[src/rtl/game_ctrl.sv]
// Match controller for the pong ball: scores, serve delay, rally speed ramp.
// Optional rally speed ramp is enabled by defining GAME_CTRL_SPEEDUP_EN.
module game_ctrl #(
  parameter int SCORE_WIDTH      = 4,
  parameter int WIN_SCORE        = 9,
  parameter int SERVE_TICKS      = 2000,
  parameter int SPEED_INIT       = 4,
  parameter int SPEED_MAX        = 15,
  parameter int HITS_PER_SPEEDUP = 4
) (
  input  logic                   clk,
  input  logic                   reset,
  input  logic                   start,
  input  logic                   paddle_hit,
  input  logic                   out_left,
  input  logic                   out_right,
  output logic                   ball_reset,
  output logic [3:0]             speed,
  output logic [SCORE_WIDTH-1:0] score_l,
  output logic [SCORE_WIDTH-1:0] score_r,
  output logic                   serving,
  output logic                   game_over,
  output logic                   winner
);

  localparam int SW = (SERVE_TICKS > 1) ? $clog2(SERVE_TICKS) : 1;
  localparam logic [SW-1:0] SERVE_LOAD = SW'(SERVE_TICKS - 1);
  localparam logic [SCORE_WIDTH-1:0] WIN = SCORE_WIDTH'(WIN_SCORE);

  typedef enum logic [1:0] {IDLE, SERVE, PLAY, OVER} state_t;

  state_t                 state;
  logic [SW-1:0]          serve_cnt;
  logic [SCORE_WIDTH-1:0] score_l_inc;
  logic [SCORE_WIDTH-1:0] score_r_inc;

  assign score_l_inc = score_l + 1'b1;
  assign score_r_inc = score_r + 1'b1;

`ifdef GAME_CTRL_SPEEDUP_EN
  localparam int HW = (HITS_PER_SPEEDUP > 1) ? $clog2(HITS_PER_SPEEDUP) : 1;
  localparam logic [HW-1:0] HIT_LAST = HW'(HITS_PER_SPEEDUP - 1);

  logic [HW-1:0] hit_cnt;
  logic          hit_prev;
  logic          hit_rise;

  assign hit_rise = paddle_hit && !hit_prev;
`else
  logic unused_paddle_hit;
  assign unused_paddle_hit = paddle_hit;
`endif

  always_ff @(posedge clk or negedge reset) begin
    if (!reset) begin
      state      <= IDLE;
      ball_reset <= 1'b1;
      speed      <= '0;
      score_l    <= '0;
      score_r    <= '0;
      serving    <= 1'b0;
      game_over  <= 1'b0;
      winner     <= 1'b0;
      serve_cnt  <= '0;
`ifdef GAME_CTRL_SPEEDUP_EN
      hit_cnt    <= '0;
      hit_prev   <= 1'b0;
`endif
    end else begin
      case (state)
        IDLE, OVER: begin
          ball_reset <= 1'b1;
          speed      <= '0;
          if (start) begin
            state     <= SERVE;
            score_l   <= '0;
            score_r   <= '0;
            serve_cnt <= SERVE_LOAD;
            serving   <= 1'b1;
            game_over <= 1'b0;
          end
        end
        SERVE: begin
          if (serve_cnt == '0) begin
            state      <= PLAY;
            ball_reset <= 1'b0;
            speed      <= 4'(SPEED_INIT);
            serving    <= 1'b0;
`ifdef GAME_CTRL_SPEEDUP_EN
            hit_cnt    <= '0;
`endif
          end else begin
            serve_cnt <= serve_cnt - 1'b1;
          end
        end
        PLAY: begin
          if (out_left || out_right) begin
            // Any out event ends the rally; a double out is a void point.
            ball_reset <= 1'b1;
            speed      <= '0;
            serve_cnt  <= SERVE_LOAD;
            state      <= SERVE;
            serving    <= 1'b1;
            if (out_left && !out_right) begin
              score_r <= score_r_inc;
              if (score_r_inc == WIN) begin
                state     <= OVER;
                serving   <= 1'b0;
                game_over <= 1'b1;
                winner    <= 1'b1;
              end
            end else if (out_right && !out_left) begin
              score_l <= score_l_inc;
              if (score_l_inc == WIN) begin
                state     <= OVER;
                serving   <= 1'b0;
                game_over <= 1'b1;
                winner    <= 1'b0;
              end
            end
          end
`ifdef GAME_CTRL_SPEEDUP_EN
          else if (hit_rise) begin
            if (hit_cnt == HIT_LAST) begin
              hit_cnt <= '0;
              if (speed != 4'(SPEED_MAX))
                speed <= speed + 1'b1;
            end else begin
              hit_cnt <= hit_cnt + 1'b1;
            end
          end
`endif
        end
        default: state <= IDLE;
      endcase
`ifdef GAME_CTRL_SPEEDUP_EN
      // Held low outside PLAY so a hit level present on entry counts as an edge.
      hit_prev <= (state == PLAY) ? paddle_hit : 1'b0;
`endif
    end
  end

endmodule

[config.mk]
export PLATFORM = sky130hd
export DESIGN_NAME = game_ctrl
export DESIGN_NICKNAME = d
export VERILOG_FILES = /design/src/rtl/game_ctrl.sv
export SDC_FILE = /design/constraint.sdc
export NUM_CORES = 1
export LEC_CHECK = 0
export CORE_UTILIZATION = 59
export CTS_CLUSTER_SIZE = 40
export DETAILED_ROUTE_END_ITERATION = 7
export GPL_TIMING_DRIVEN = 0
export HOLD_SLACK_MARGIN = 0.03
export PLACE_DENSITY = 0.92
export RECOVER_POWER = 100
export SLEW_MARGIN = 10
export SYNTH_ARGS = -nofsm -noshare
export SYNTH_HDL_FRONTEND = slang
export SYNTH_SLANG_ARGS = --single-unit
[constraint.sdc]
create_clock -name clk -period 4.1 [get_ports clk]
set_input_delay 0.615 -clock clk [delete_from_list [all_inputs] [get_ports clk]]
set_output_delay 0.615 -clock clk [all_outputs]
set_load 0.05 [all_outputs]
# After elaboration in Yosys (flattened, before gate mapping)
# Index checks and enable logic that the tools add are counted.
# totals
in_bits,6
regBits,29
elab_cells,89
output_inout_bits,16
# classes
n_mux,43
n_eq_ne,16
n_reduce_logical,18
addsub,3
# op_table
op,count
11-bit two-way mux,3
11-bit one-hot mux with 3 select lines,1
4-bit two-way mux,8
1-bit two-way mux,17
4-bit one-hot mux with 2 select lines,2
2-bit two-way mux,7
2-bit != test (second input constant),7
4-bit one-hot mux with 3 select lines,1
11-bit zero test,1
11-bit by 1-bit subtractor with 11-bit output (second input constant),1
5-bit AND reduction,2
3-bit != test (second input constant),3
4-bit by 1-bit adder with 4-bit output (second input constant),2
4-bit == test (second input constant),2
1-bit one-hot mux with 3 select lines,2
2-bit one-hot mux with 3 select lines,1
3-bit AND reduction,2
6-bit AND reduction,1
2-bit nonzero test,3
2-bit == test (second input constant),2
4-bit AND reduction,1
2-bit by 1-bit == test with 1-bit output (second input constant),1
1-bit logical AND,2
1-bit zero test,2
6 further kinds,6

# Longest topological paths before layout
# depth
word_depth,7
ltp_mapped,8
ltp_nobuf,7

# Worst setup path before layout
# Ideal clock, no wire load.
# synth_path
kind,input to register
startpoint,in out_left
endpoint,reg serve_cnt[0]
arrival_time_ps,1763
setup_time_ps,130
n_path_buf,0
path_stages,7
required_time_ps,3970
path_slack_ps,2207
cell_sequence,inv_1 > ha_1 > and2_0 > nor2_2 > nand2_1 > xnor2_1 > nand2_1
# synth_between
elab_chain_cells,3
# synth_rtl
item,line,text
from (decl),15,"input logic out_left,"
1-bit logical OR,97,if (out_left || out_right) begin
2-bit != test (no source line),n/a,
3-bit AND reduction (no source line),n/a,
to (signal assigned),93,serve_cnt <= serve_cnt - 1'b1;
to (decl),33,logic [SW-1:0] serve_cnt;
# No other way between the ends.
# A chain may end at the register's enable or synchronous reset.

# Worst setup path in the final report
# layout_path
startpoint,in out_left
endpoint,reg serve_cnt[3]
# Same word-level chain as after synthesis.

==> out/results.tsv <==
metric	value	unit
GRT Residual Overflow	0	
Setup Viol. Count Final	0	
TritonCTS clock tree	done	
most common cell in the synthesized netlist	dfrtp_1	
hold wc startpoint	ball_reset	
dpl cell area	0.001941	mm²
post-DP HPWL	2.717	mm
ANT nets after route	0	
WP depth	8	
Pins Over Slew Limit	0	
Cell Area, Synth	0.001724	mm²
fillcell total	209	
Tot GR Track Use	0.2563	
RR Startpoint	state[0]	
storage element area	651.9	µm²
cell family with most CP delay	simple AND/OR/NAND/NOR gates	
critical path cell sequence	dlygate4sd3_1 > inv_1 > ha_1 > and2_0 > nor2_1 > nand4b_1 > xor2_1 > nand2_1	
CORE AREA	0.002758	mm²
area grow syn2layout	13.43	%
die area	0.003143	mm²
Tcrit/Tclk final	0.6391	
io pins	22	
Synth area leaders	dfrtp_1 (36%), ha_1 (8.7%), nand2_1 (5.0%), xor2_1 (4.1%), nand4_1 (3.6%)	
Layout Nets	229	
post-synthesis adder-cell area fraction	0.08708	
port bufs	17	
antenna violations before repair	0	
Clock Skew	7.299	ps
hold_buf cts	0	
number of global-route vias before repair	1395	
Post-CTS Setup Bufs	0	
post-cts resize count	0	
compound-gate portion of the synthesized area	0.1604	
Post-synth top cells	dfrtp_1 (25), nand2_1 (23), ha_1 (12), inv_1 (12), o21ai_0 (12)	
Synth Warn #	0	
minimum clock period	2620	ps
Fin. Hold Viols	0	
slew margin rel.	0.09452	
slack of the worst reg-to-reg path	1890	ps
layout cell share with drive strength beyond 1	0.08571	
Multi-input gate area	958.4	µm²
Critical Path Max Stage Delay	560	ps
Setup crit start kind	input port	
DP Cell Count	237	
Synth area leader	dfrtp_1	
total number of vias	1444	
mux cell area share after synthesis	0	
DRT iter0 DRCs	71	
final WL	3.665	mm
via/cell ratio	5.992	
number of clock sinks	26	
WS Path Type	input port to register	
main combinational cell family by area after synthesis	simple AND/OR/NAND/NOR gates	
cell count of the worst reg-to-reg path	8	
first-pass GRT wire length	6.313	mm
fin worst setup slack	1480	ps
Bufs on Longest Clock Path	2	
global placement routability congestion	0.8596	
initial core utilization	0.6252	
Place WS	1398	ps
Critical Path RT	4310	ps
CP max FO	10	
ys async rst share	1.000	
synth unique cells	44	
crit path DAT	2830	ps
non-filler cells, final	241	
worst hold path depth	1	
peak supply drop	0.2688	mV
Die Y	56.06	µm
Seq/Total Area, Yosys	0.3781	
hold endpoint	ball_reset	
setup tns final	0	ps
post-synthesis simple-gate area fraction	0.2591	
Clock transition at path regs	130	ps
CP endpoint kind	register	
hold crit path type	register to register	
CP bufs+invs	2	
final core occ	0.7092	
max-cap violations	0	
# H-tree levels	1	
total power	0.7120	mW
Worst-Skew Late Latency	330	ps
Pwr per Cell Area	364.1	mW/mm²
number of synthesized flops with an enable pin	0	
drt wl/cell	15.21	µm
largest net degree at the start of global routing	27	
Die W	56.06	µm
drt pass-1 iters	4	
static leakage	0.8179	nW
TritonCTS Buffers	3	
area fraction of the dominant cell type after synthesis	0.3628	
row cnt	19	
final instance area	0.001956	mm²
dominant synthesized flop cell	dfrtp_1	
worst-margin pin slew	1358	ps
worst r2r dst	score_l[3]	
fmax	381.6	MHz
diodes inserted	0	
XOR/XNOR Fraction of Synth Area	0.05080	
status	complete, no violations	
slowest cell on the critical path	dlygate4sd3_1	
Mapped Cells	187	
RSZ-0062 raised after global routing	no	
worst hold slack	520.7	ps
syn_area_per_cell	9.220	µm²
DRC viols	0	
Root Driver	clkbuf_4	
FF+latch count, synth	26	
==> how the worst max path moves through the flow <==
stage,from,end,slack (ps)
after floorplan,out_left,serve_cnt[0],2210
after global placement,out_left,serve_cnt[3],1500
after detailed placement,out_left,serve_cnt[3],1400
after CTS,out_left,serve_cnt[3],1710
after global routing,out_left,serve_cnt[5],1260
final,out_left,serve_cnt[3],1480
==> logic make-up (layout without fill, tap and decap cells) <==
family / count (synthesis) / count (layout)
AO/OA/AOI/OAI: 40 / 40
XOR/XNOR: 10 / 10
adder cells (fa/ha/maj): 12 / 12
buffers and inverters: 20 / 41
flip-flops: 26 / 26
other: 1 / 3
AND/OR/NAND/NOR: 78 / 78
==> metal layers <==
| layer | global-route usage | share of wire | vias up | routed length, µm |
|---|---|---|---|---|
| li1 | - | - | 702 | - |
| met1 | 0.3061 | 0.42 | 691 | 1526 |
| met2 | 0.4592 | 0.52 | 44 | 1911 |
| met3 | 0.03953 | 0.044 | 7 | 162 |
| met4 | 0.1010 | 0.018 | 0 | 65 |
| met5 | 0 | 0 | - | 0 |
==> sequential cells by signal (all words and copies together), names as in the netlist <==
name	flops
serve_cnt	11
score_l	4
score_r	4
state	2
ball_reset	1
game_over	1
serving	1
speed	1
winner	1
==> power by group <==
group	internal, mW	leakage, nW	switching (mW)	total (mW)
clock network	0.0544	0.0210	0.0764	0.131
registers	0.282	0.312	0.0296	0.311
logic	0.0933	0.485	0.177	0.270
total	0.429	0.818	0.283	0.712
==> layout make-up <==
cell class	instances	area share
plain buffers	8	0.03135
clock buffers	4	0.01855
inverters	12	0.02303
multi-input cells	143	0.4901
flip-flops and latches	26	0.3333
well taps	31	0.01983
repair buffers	17	0.08381
==> layout by cell type (no fill, tap or decap), types with 3 or more instances in the layout <==
master / count
clkbuf_8: 3
o21ai_0: 12
nand2_1: 23
nand3_1: 10
clkbuf_1: 4
dlygate4sd3_1: 14
dfrtp_1: 25
nor2_1: 12
nor3_1: 7
a22o_1: 4
clkbuf_4: 3
buf_4: 3
xor2_1: 8
ha_1: 12
conb_1: 3
a21oi_1: 10
nand4_1: 10
inv_1: 12
No activity file was read; power rests on OpenSTA's default activity.
